**config.mk**
```make
export PLATFORM = sky130hd
export DESIGN_NAME = uart_tx_arbiter_flat
export DESIGN_NICKNAME = d
export VERILOG_FILES = /design/src/rtl/uart_tx_arbiter_if.sv /design/src/rtl/uart_tx_arbiter.sv /design/src/flat_wrapper.sv
export SDC_FILE = /design/constraint.sdc
export NUM_CORES = 1
export LEC_CHECK = 0
export ABC_CLOCK_PERIOD_IN_PS = 2450
export BUFFER_PORTS_ARGS = -buffer_cell sky130_fd_sc_hd__buf_2
export CORE_MARGIN = 2
export CORE_UTILIZATION = 35
export CTS_CLUSTER_SIZE = 40
export DETAILED_ROUTE_END_ITERATION = 12
export MAX_ROUTING_LAYER = met4
export SKIP_LAST_GASP = 1
export SLEW_MARGIN = 40
export SYNTH_ARGS = -nofsm -noshare
export SYNTH_HDL_FRONTEND = slang
export SYNTH_SLANG_ARGS = --single-unit
```
**constraint.sdc**
```tcl
create_clock -name clk -period 2.45 [get_ports clk]
set_clock_uncertainty 0.2 [all_clocks]
set_input_delay 0.245 -clock clk [delete_from_list [all_inputs] [get_ports clk]]
set_output_delay 0.245 -clock clk [all_outputs]
set_load 0.1 [all_outputs]
```
**src/rtl/uart_tx_arbiter_if.sv**
```systemverilog
// Handshake bundle between the byte sources, the arbiter and the uart transmitter.
// The arbiter connects through the master modport and the sources/uart side through slave.
interface uart_tx_arbiter_if #(
  parameter int NUM_REQ = 4
);
  logic [NUM_REQ-1:0]   req_valid;
  logic [8*NUM_REQ-1:0] req_data;
  logic [NUM_REQ-1:0]   req_last;
  logic [NUM_REQ-1:0]   req_ack;
  logic [7:0]           tx_data;
  logic                 tx_data_valid;
  logic                 tx_data_ack;

  modport master (
    input  req_valid, req_data, req_last, tx_data_ack,
    output req_ack, tx_data, tx_data_valid
  );

  modport slave (
    output req_valid, req_data, req_last, tx_data_ack,
    input  req_ack, tx_data, tx_data_valid
  );
endinterface

```
**src/rtl/uart_tx_arbiter.sv**
```systemverilog
// Round-robin, packet-granular arbiter sharing one uart byte interface among NUM_REQ sources.
// A granted source keeps the uart until its last byte, or until it idles past LOCK_TIMEOUT.
module uart_tx_arbiter #(
  parameter int NUM_REQ      = 4,
  parameter int ID_W         = 2,
  parameter int LOCK_TIMEOUT = 1024,
  parameter int TO_W         = 16
) (
  input  logic             clk,
  input  logic             rst_n,
  uart_tx_arbiter_if.master bus,
  output logic             busy,
  output logic [ID_W-1:0]  grant_id,
  output logic             lock_timeout
);

  typedef enum logic [1:0] {IDLE, SEND, ACK, HOLD} state_t;

  localparam logic [TO_W-1:0] TO_LAST = (LOCK_TIMEOUT == 0) ? '0 : TO_W'(LOCK_TIMEOUT - 1);
  localparam logic [ID_W-1:0] LAST_ID = ID_W'(NUM_REQ - 1);

  state_t          state, state_nxt;
  logic [ID_W-1:0] ptr, ptr_nxt, grant_nxt, next_id;
  logic [7:0]      tx_data_q, data_nxt;
  logic            last_flag, last_nxt;
  logic [TO_W-1:0] to_cnt, to_cnt_nxt;
  logic            timeout_nxt;
  logic            found;
  logic [ID_W-1:0] pick;
  logic [7:0]      req_byte [NUM_REQ];

  always_comb begin
    for (int i = 0; i < NUM_REQ; i++) begin
      req_byte[i] = bus.req_data[8*i +: 8];
    end
  end

  // First valid requester at or after the priority pointer, wrapping around.
  always_comb begin
    logic [ID_W-1:0] idx;
    found = 1'b0;
    pick  = ptr;
    idx   = '0;
    for (int k = 0; k < NUM_REQ; k++) begin
      idx = ID_W'((int'(ptr) + k) % NUM_REQ);
      if (!found && bus.req_valid[idx]) begin
        found = 1'b1;
        pick  = idx;
      end
    end
  end

  assign next_id = (grant_id == LAST_ID) ? '0 : grant_id + 1'b1;

  always_ff @(posedge clk or negedge rst_n) begin
    if (!rst_n) begin
      state        <= IDLE;
      ptr          <= '0;
      grant_id     <= '0;
      tx_data_q    <= '0;
      last_flag    <= 1'b0;
      to_cnt       <= '0;
      lock_timeout <= 1'b0;
    end else begin
      state        <= state_nxt;
      ptr          <= ptr_nxt;
      grant_id     <= grant_nxt;
      tx_data_q    <= data_nxt;
      last_flag    <= last_nxt;
      to_cnt       <= to_cnt_nxt;
      lock_timeout <= timeout_nxt;
    end
  end

  always_comb begin
    state_nxt   = state;
    ptr_nxt     = ptr;
    grant_nxt   = grant_id;
    data_nxt    = tx_data_q;
    last_nxt    = last_flag;
    to_cnt_nxt  = to_cnt;
    timeout_nxt = 1'b0;
    case (state)
      IDLE: begin
        if (found) begin
          grant_nxt = pick;
          data_nxt  = req_byte[pick];
          last_nxt  = bus.req_last[pick];
          state_nxt = SEND;
        end
      end
      SEND: begin
        if (bus.tx_data_ack) begin
          state_nxt = ACK;
        end
      end
      ACK: begin
        if (last_flag) begin
          ptr_nxt   = next_id;
          state_nxt = IDLE;
        end else begin
          to_cnt_nxt = '0;
          state_nxt  = HOLD;
        end
      end
      HOLD: begin
        // A byte arriving on the expiry cycle still beats the timeout.
        if (bus.req_valid[grant_id]) begin
          data_nxt   = req_byte[grant_id];
          last_nxt   = bus.req_last[grant_id];
          to_cnt_nxt = '0;
          state_nxt  = SEND;
        end else if ((LOCK_TIMEOUT != 0) && (to_cnt == TO_LAST)) begin
          timeout_nxt = 1'b1;
          ptr_nxt     = next_id;
          to_cnt_nxt  = '0;
          state_nxt   = IDLE;
        end else begin
          to_cnt_nxt = to_cnt + 1'b1;
        end
      end
      default: state_nxt = IDLE;
    endcase
  end

  always_comb begin
    bus.req_ack       = '0;
    bus.tx_data       = tx_data_q;
    bus.tx_data_valid = (state == SEND);
    busy              = (state != IDLE);
    if (state == ACK) begin
      bus.req_ack[grant_id] = 1'b1;
    end
  end

endmodule

```
**src/flat_wrapper.sv**
```systemverilog
// flat-port wrapper written by rule: the top's interface ports become plain ports
module uart_tx_arbiter_flat 
#(
  parameter int NUM_REQ      = 4,
  parameter int ID_W         = 2,
  parameter int LOCK_TIMEOUT = 1024,
  parameter int TO_W         = 16
)
  (clk, rst_n, busy, grant_id, lock_timeout, bus_req_valid, bus_req_data, bus_req_last, bus_tx_data_ack, bus_req_ack, bus_tx_data, bus_tx_data_valid);
  uart_tx_arbiter_if #(.NUM_REQ(NUM_REQ)) bus_i ();
  input  logic clk;
  input  logic rst_n;
  output logic busy;
  output logic [ID_W-1:0] grant_id;
  output logic lock_timeout;
  input wire logic [$bits(bus_i.req_valid)-1:0] bus_req_valid;
  input wire logic [$bits(bus_i.req_data)-1:0] bus_req_data;
  input wire logic [$bits(bus_i.req_last)-1:0] bus_req_last;
  input wire logic [$bits(bus_i.tx_data_ack)-1:0] bus_tx_data_ack;
  output wire logic [$bits(bus_i.req_ack)-1:0] bus_req_ack;
  output wire logic [$bits(bus_i.tx_data)-1:0] bus_tx_data;
  output wire logic [$bits(bus_i.tx_data_valid)-1:0] bus_tx_data_valid;
  assign bus_i.req_valid = bus_req_valid;
  assign bus_i.req_data = bus_req_data;
  assign bus_i.req_last = bus_req_last;
  assign bus_i.tx_data_ack = bus_tx_data_ack;
  assign bus_req_ack = bus_i.req_ack;
  assign bus_tx_data = bus_i.tx_data;
  assign bus_tx_data_valid = bus_i.tx_data_valid;
  uart_tx_arbiter #(.NUM_REQ(NUM_REQ), .ID_W(ID_W), .LOCK_TIMEOUT(LOCK_TIMEOUT), .TO_W(TO_W)) u_core (.clk(clk), .rst_n(rst_n), .bus(bus_i), .busy(busy), .grant_id(grant_id), .lock_timeout(lock_timeout));
endmodule
```
==> results.yml, run 1 <==
critical_path:
  crit_chain: "buf_4 -> buf_4 -> inv_1 -> ha_1 -> and2_1 -> buf_2"
  critical_path_arrival_ns: 1.88
  critPathBufInv: 4
  reg2reg_to: "u_core.to_cnt[7]"
  reg2reg_depth: 6
  path_common_cell: "buf_4"
  crit_family: "buffers and inverters"
  cp-start-kind: "flip-flop"
  reg2reg_from: "u_core.to_cnt[0]"
  critPathKind: "reg -> out"
  cp-startpoint: "u_core.grant_id[0]"
  cp_max_fo: 12
  slowest_delay_ns: 0.48
  cp.required_ns: 2.01
  slowest_stage: "dfrtp_4"
  r2r_slack_ns: 0.16
  critPathCaptureType: "output pin"
synthesis:
  synth.distinct_cells: 49
  ys_warn_count: 0
  syn_avg_cell_area_um2: 8.869
  syn_area_um2: 2608
  synth.top_cells.by_area: "dfrtp_1 31%, mux4_2 8.6%, o31ai_1 5.2%"
  ys_seq_area_share_pct: 30.71
  synth_nets: 346
  async_flop_share_pct: 100.0
  synth_edf_count: 0
  ys_seq_elements: 32
  ys.flop_type: "dfrtp_1"
  synth_largest_area_cell: "dfrtp_1"
  synth_top_area_share_pct: 30.71
  synthCells: 294
routing:
  drt-initial-drc-count: 179
  drt_pass1_iterations: 4
  drcViolationCount: 0
  wl_per_cell_um: 16.36
  ant_nets: 0
  vias: 2635
  routed_wl_um: 7443
  routed_via_density: 5.791
global_routing:
  overflow: 0
  grt_usage_pct: 19.06
  grt_pass1_vias: 2544
  antenna_found_initial: 0
  grt_max_degree: 33
  grt_pass1_wl_um: 12380
clock_tree:
  htree_levels: 2
  path_clk_slew_ns: 0.08
  cts_root_buffer: "clkbuf_8"
  cts_tree: "done"
  worst_skew_pair.late_latency_ns: 0.29
  cts-buffers-inserted: 5
  cts_sinks: 32
  cts_buffer_depth: 2
finish:
  drive_gt1_share_pct: 29.78
  fillerInstances: 774
  area_growth_pct: 21.64
  fin_nets: 407
  final_common_cell: "buf_2"
  design_area_um2: 3172
  diodes: 0
  layout_common_cells: "59 x buf_2, 30 x dfrtp_1, 26 x nand2_1, 25 x a21oi_1, 23 x o21ai_0"
timing:
  setup_viol: 0
  period_share_pct: 95.03
  hold_ws_ns: 0.1854
  period_needed_ns: 2.328
  worst-slew-pin-transition_ns: 0.7764
  max_freq_mhz: 429.5
  tns_ns: 0
  rsz0062_at_grt: "false"
  fin_ws_ns: 0.1218
  hold_violations: 0
  slew_viol_final: 0
  max_slew_margin_pct: 48.24
floorplan:
  dieArea_um2: 8157
  fp-row-count: 31
  core-area_um2: 7214
  start_util_pct: 36.14
  die_h_um: 90.32
  fp.dieW_um: 90.32
  io_pins: 60
job:
  cap_violations: 0
placed_design:
  portBuffers: 59
  globalplace.congestion: 0.8667
  hpwl_um: 5218
  placed_area_um2: 3050
  dp_slack_ns: 0.1566
power_and_ir_drop:
  p_leak_uw: 0.001393
  vdd_drop_max_uv: 1400
  powerDensity_nw_per_um2: 1354
worst_hold_path:
  whs_path_depth: 4
  min_to: "u_core.state[0]"
  hold_path_class: "in -> reg"
  min-delay-start: "bus_tx_data_ack"
run_status:
  status: "finished clean"
how the worst max path moves through the flow:
stage	cells past startpoint	slack, ns	end
global placement	5	0.20	u_core.to_cnt[5]
global route	6	0.004	u_core.to_cnt[9]
finish	6	0.12	bus_req_ack[2]
floorplan	5	-0.02	u_core.ptr[0]
CTS	6	0.1	bus_req_ack[2]
detailed placement	5	0.16	u_core.to_cnt[7]
cell usage after synthesis, types with 4 or more instances:
| library cell | number |
|---|---|
| nor2b_1 | 5 |
| nand4_1 | 20 |
| nand3_1 | 8 |
| and2_1 | 6 |
| or3_1 | 4 |
| a21oi_1 | 25 |
| o32a_1 | 9 |
| nor2_1 | 13 |
| mux4_2 | 10 |
| o21ai_0 | 23 |
| clkbuf_1 | 15 |
| ha_1 | 9 |
| nand2_1 | 26 |
| a21o_1 | 7 |
| dfrtp_1 | 32 |
| nor3_1 | 5 |
| inv_1 | 9 |
| o31ai_1 | 18 |
logic make-up (layout without fill, tap and decap cells):
kind of cell,count (synthesis),count (layout),synth area share (%)
buffers and inverters,28,90,4.414
adders and majority gates,9,9,4.319
muxes,15,15,10.99
AOI/OAI and AO/OA,101,101,26.06
DFF,32,32,30.71
and+or+nand+nor,106,106,22.50
xor gates and xnor gates,3,3,1.008
sequential cells by signal, indices dropped and copies added, names as in the netlist:
register and cells:
u_core.bus.tx_data 8, u_core.grant_id 2, u_core.last_flag 1, u_core.lock_timeout 1
u_core.ptr 2, u_core.state 2, u_core.to_cnt 16
layer usage:
metal  GRT usage, %  up-vias  wire length [um]
met5              -        -                 0
met3          3.172       14               481
met2          29.20       98              3357
met4          5.256        0               113
li1               -     1258                 -
met1          26.26     1265              3490
tightest hold or removal path, delay by kind of cell:
family / cells / cell delay [ns]
and+or+nand+nor: 2 / 0.21
buffers and inverters: 1 / 0.07
AOI/OAI and AO/OA: 1 / 0.11
power by group:
part | total [uW] | internal (uW) | switching (uW)
logic | 2970 | 937 | 2030
clock network | 521 | 301 | 220
registers | 806 | 689 | 117
total | 4290 | 1930 | 2370
final cells by class:
cell class | count | area (um2) | share of cell area [%]
multi-input cells | 234 | 1692 | 53.33
flip-flops and latches | 32 | 808.3 | 25.48
repair buffers | 73 | 402.9 | 12.70
well taps | 99 | 123.9 | 3.905
clock buffers | 5 | 68.82 | 2.170
clock inverters | 3 | 42.54 | 1.341
inverters | 9 | 33.78 | 1.065
repair_timing:
item	CTS	global route
buffers inserted	0	0
endpoints found under the hold margin	32	0
hold buffers	1	0
gates resized for setup	0	0
metrics by stage:
| stage | power (uW) | instances | utilization, % |
|---|---|---|---|
| floorplan | 3123 | 294 | - |
| detailed placement | 3770 | 446 | 42.28 |
| global placement | 3759 | 446 | 42.28 |
| finish | 4295 | 455 | 43.96 |
| global route | 4576 | 455 | 43.96 |
| CTS | 4305 | 455 | 43.96 |
(Power assumes the default switching activity.)
==> inputs of run 2 (changes only) <==
--- a/config.mk
+++ b/config.mk
@@ -12,6 +12,7 @@
 export CTS_CLUSTER_SIZE = 40
 export DETAILED_ROUTE_END_ITERATION = 12
 export MAX_ROUTING_LAYER = met4
+export REMOVE_ABC_BUFFERS = 1
 export SKIP_LAST_GASP = 1
 export SLEW_MARGIN = 40
 export SYNTH_ARGS = -nofsm -noshare
==> results.yml, run 2 (synthesis gave the netlist of run 1 again) <==
finish:
  fin_nets: 405
  largest_reg_flops: 16
  area_growth_pct: 20.54
  layout_common_cells: "57 x buf_2, 32 x dfrtp_1, 26 x nand2_1, 25 x a21oi_1, 23 x o21ai_0"
  final_cell_count_no_fill: 453
  largest_register: "u_core.to_cnt"
  drive_gt1_share_pct: 28.81
  diodes: 0
  fillerInstances: 730
  final_common_cell: "buf_2"
floorplan:
  start_util_pct: 36.14
  die_h_um: 90.32
  io_pins: 60
  dieArea_um2: 8157
  core-area_um2: 7214
  fp-row-count: 31
  fp.dieW_um: 90.32
clock_tree:
  worst_skew_pair.late_latency_ns: 0.29
  ctsResizeCount: 0
  cts_sinks: 32
  hold_buffers: 1
  post_cts_buffers: 0
  cts_root_buffer: "clkbuf_8"
  cts-buffers-inserted: 5
  cts_buffer_depth: 2
  cts_tree: "done"
  path_clk_slew_ns: 0.08
  htree_levels: 2
timing:
  tns_ns: 0
  period_share_pct: 94.11
  hold_ws_ns: 0.1946
  rsz0062_at_grt: "false"
  setup_viol: 0
  hold_violations: 0
  worst-slew-pin-transition_ns: 0.7703
  slew_viol_final: 0
  period_needed_ns: 2.306
  max_slew_margin_pct: 48.64
  fin_ws_ns: 0.1444
  max_freq_mhz: 433.7
critical_path:
  critPathKind: "reg -> reg"
  reg2reg_to: "u_core.to_cnt[9]"
  cp-startpoint: "u_core.to_cnt[11]"
  critPathCaptureType: "flip-flop"
  reg2reg_from: "u_core.to_cnt[11]"
  cp-start-kind: "flip-flop"
  reg2reg_depth: 5
  cp.required_ns: 2.40
  cp_max_fo: 9
  critical_path_arrival_ns: 2.26
  r2r_slack_ns: 0.14
placed_design:
  globalplace.congestion: 0.8304
  hpwl_um: 5291
  portBuffers: 59
  dp_cells: 444
  dp_slack_ns: 0.1536
routing:
  routed_via_density: 5.792
  vias: 2624
  drt-initial-drc-count: 212
  drcViolationCount: 0
  ant_nets: 0
  routed_wl_um: 7599
  wl_per_cell_um: 16.77
  drt_pass1_iterations: 4
global_routing:
  grt_pass1_wl_um: 13040
  grt_pass1_vias: 2641
  antenna_found_initial: 0
  overflow: 0
  grt_max_degree: 33
  grt_usage_pct: 20.09
power_and_ir_drop:
  p_leak_uw: 0.001383
  vdd_drop_max_uv: 785.8
  power_uw: 4204
  powerDensity_nw_per_um2: 1337
worst_hold_path:
  min-delay-start: "bus_tx_data_ack"
  whs_path_depth: 4
  min_to: "u_core.state[0]"
  hold_path_class: "in -> reg"
job:
  cap_violations: 0
run_status:
  status: "finished clean"
## run 2: cell count changes in the layout (fill, tap and decap cells not counted), sizes merged
cell      previous run  this run
buf                 72        70
bufinv               1         0
clkinv               1         3
clkinvlp             1         0
## run 2: metal layers
| layer | track usage, % | vias up | routed length, um |
|---|---|---|---|
| li1 | - | 1247 | - |
| met1 | 27.72 | 1250 | 3417 |
| met2 | 30.26 | 122 | 3552 |
| met3 | 4.007 | 5 | 562 |
| met4 | 5.513 | 0 | 67 |
| met5 | - | - | 0 |
## run 2: worst max-delay path by stage
stage	endpoint	cells after the start
after floorplan	u_core.ptr[0]	4
after global placement	u_core.to_cnt[7]	5
after detailed placement	u_core.to_cnt[5]	5
after CTS	u_core.to_cnt[5]	5
after global routing	u_core.to_cnt[5]	6
final	u_core.to_cnt[9]	5
## run 2: area by class of cell
class / instances / area [um2] / area share (%)
Clock buffer: 5 / 68.82 / 2.189
Inverter: 9 / 33.78 / 1.075
Multi-Input combinational cell: 234 / 1692 / 53.82
Clock inverter: 3 / 18.77 / 0.5971
Timing Repair Buffer: 71 / 405.4 / 12.90
Sequential cell: 32 / 800.8 / 25.48
Tap cell: 99 / 123.9 / 3.941
## run 2: report_power, final
group	leakage (uW)	switching [uW]	internal, uW
sequential	0.000413	118	680
clock	0.0000479	225	198
combinational	0.000923	2050	932
total	0.00138	2390	1810
## run 2: worst max-delay path, stage by stage, from the launching register on
cell,delay (ns)
dfrtp_1,0.45
or4_4,0.55
or3_1,0.37
o21ai_2,0.36
or3_1,0.17
o21ai_0,0.08
## run 2: stage by stage
| stage | util [%] | cell area (um2) |
|---|---|---|
| after floorplan | - | 2526 |
| after global placement | 42.18 | 3043 |
| after detailed placement | 42.18 | 3043 |
| after CTS | 43.53 | 3141 |
| after global routing | 43.57 | 3143 |
| final | 43.57 | 3143 |
==> inputs of run 3 (changes only) <==
--- a/config.mk
+++ b/config.mk
@@ -5,7 +5,7 @@
 export SDC_FILE = /design/constraint.sdc
 export NUM_CORES = 1
 export LEC_CHECK = 0
-export ABC_CLOCK_PERIOD_IN_PS = 2450
+export ABC_CLOCK_PERIOD_IN_PS = 1950
 export BUFFER_PORTS_ARGS = -buffer_cell sky130_fd_sc_hd__buf_2
 export CORE_MARGIN = 2
 export CORE_UTILIZATION = 35
==> constraint.sdc (replaced) <==
create_clock -name clk -period 1.95 [get_ports clk]
set_clock_uncertainty 0.2 [all_clocks]
set_input_delay 0.195 -clock clk [delete_from_list [all_inputs] [get_ports clk]]
set_output_delay 0.195 -clock clk [all_outputs]
set_load 0.1 [all_outputs]
==> results.yml, run 3 (synthesis gave the netlist of run 1 again) <==
run_status:
  status: "finished with violations"
  violations: "negative setup slack"
floorplan:
  dieArea_um2: 8157
  fp.dieW_um: 90.32
  fp-row-count: 31
  die_h_um: 90.32
  start_util_pct: 36.14
  core-area_um2: 7214
  io_pins: 60
timing:
  slew_viol_final: 0
  period_needed_ns: 2.194
  hold_ws_ns: 0.1553
  setup_viol: 27
  max_freq_mhz: 455.8
  hold_violations: 0
  fin_ws_ns: -0.2439
  max_slew_margin_pct: 67.25
  period_share_pct: 112.5
  rsz0062_at_grt: "true"
  worst-slew-pin-transition_ns: 0.4947
finish:
  final_cell_count_no_fill: 509
  diodes: 0
  utilization_pct: 53.94
  final_common_cell: "buf_4"
  largest_register: "u_core.to_cnt"
  layout_common_cells: "57 x buf_4, 52 x buf_2, 32 x dfrtp_1, 26 x nand2_1, 23 x a21oi_1"
  drive_gt1_share_pct: 44.15
  largest_reg_flops: 16
  area_growth_pct: 49.23
  fin_nets: 462
power_and_ir_drop:
  p_switching_uw: 3226
  powerDensity_nw_per_um2: 1614
  p_int_uw: 3054
  clockPowerShare_pct: 9.0
  p_seq_share_pct: 15.9
  vdd_drop_max_uv: 1417
  combPwrFrac_pct: 75.1
  power_uw: 6280
  p_leak_uw: 0.001775
  netSwitchingFraction_pct: 51.37
placed_design:
  dp_slack_ns: -0.3004
  dp_cells: 497
  globalplace.congestion: 0.8427
  hpwl_um: 5723
  portBuffers: 59
global_routing:
  overflow: 0
  grt_max_degree: 33
  grt_usage_pct: 21.17
  antenna_found_initial: 0
  grt_pass1_vias: 2918
  grt_pass1_wl_um: 13960
worst_hold_path:
  hold_path_class: "in -> reg"
  whs_path_depth: 4
  min-delay-start: "bus_req_data[18]"
  min_to: "u_core.bus.tx_data[2]"
clock_tree:
  cts_root_buffer: "clkbuf_8"
  htree_levels: 2
  cts_sinks: 32
  cts-buffers-inserted: 5
  worst_skew_pair.late_latency_ns: 0.29
  cts_tree: "done"
  path_clk_slew_ns: 0.07
  cts_buffer_depth: 2
critical_path:
  critical_path_arrival_ns: 2.16
  slowest_delay_ns: 0.57
  r2r_slack_ns: -0.24
  reg2reg_from: "u_core.to_cnt[12]"
  cp-start-kind: "flip-flop"
  cp.required_ns: 1.91
  critPathKind: "reg -> reg"
  critPathCaptureType: "flip-flop"
  reg2reg_to: "u_core.state[1]"
  cp_max_fo: 8
  crit_chain: "or4_4 -> or3_4 -> o21ai_4 -> and3_4 -> a21oi_2"
  slowest_stage: "or4_4"
  reg2reg_depth: 5
routing:
  drt_pass1_iterations: 5
  vias: 2906
  ant_nets: 0
  routed_wl_um: 8241
  drcViolationCount: 0
  wl_per_cell_um: 16.19
  drt-initial-drc-count: 227
  routed_via_density: 5.709
job:
  cap_violations: 0
[run 3: changes by cell type in the layout (fill, tap and decap cells not counted), sizes merged]
cell / delta
clkinv: -3
clkbuf: +2
buf: +57
[run 3: area by class of cell]
type                            count  area, um2
Inverter                            9      33.78
Fill cell                         668       3323
Multi-Input combinational cell    234       1822
Sequential cell                    32      800.8
Tap cell                           99      123.9
Clock buffer                        7      96.34
Timing Repair Buffer              128       1015
[run 3: worst max path at each step]
stage                                   from               end  cells after the start
after floorplan           u_core.grant_id[1]     u_core.ptr[0]                      4
after global placement     u_core.to_cnt[12]  u_core.to_cnt[7]                      5
after detailed placement   u_core.to_cnt[12]  u_core.to_cnt[7]                      5
after CTS                  u_core.to_cnt[12]     u_core.ptr[1]                      5
after global routing       u_core.to_cnt[12]     u_core.ptr[1]                      5
final                      u_core.to_cnt[12]   u_core.state[1]                      5
[run 3: per-stage QoR]
stage	area (um2)	setup TNS [ns]
detailed placement	3593	-3.999
global route	3891	-5.202
floorplan	2526	-27.88
global placement	3593	-3.300
CTS	3816	-3.041
finish	3891	-3.075
[run 3: power by group through the flow]
stage	clock network, uW	registers (uW)	logic [uW]
6_report	566	997	4720
5_1_grt	607	1010	5000
4_1_cts	576	988	4570
3_5_place_dp	0	998	4360
3_3_place_gp	0	997	4310
2_1_floorplan	0	1830	2000
[run 3: per-layer routing]
metal,GRT usage [%],share of wire [%],vias up
met3,3.339,5.0,14
met4,6.667,1.3,0
li1,-,-,1367
met2,33.02,48,112
met5,-,0,-
met1,28.46,46,1413
[run 3: timing repair]
| item | CTS | global route |
|---|---|---|
| hold buffers | 1 | 0 |
| setup buffers | 3 | 1 |
| gates resized for setup | 25 | 24 |
| hold endpoints to repair | 32 | 0 |
| endpoints found under the setup margin | 31 | 33 |
| pin swaps | 7 | 10 |
[run 3: critical path: cells and delay by family, from the launching register on]
| family | cells | cell delay (ns) |
|---|---|---|
| flip-flops | 1 | 0.37 |
| AND/OR/NAND/NOR | 3 | 1.19 |
| AO/OA/AOI/OAI | 2 | 0.31 |
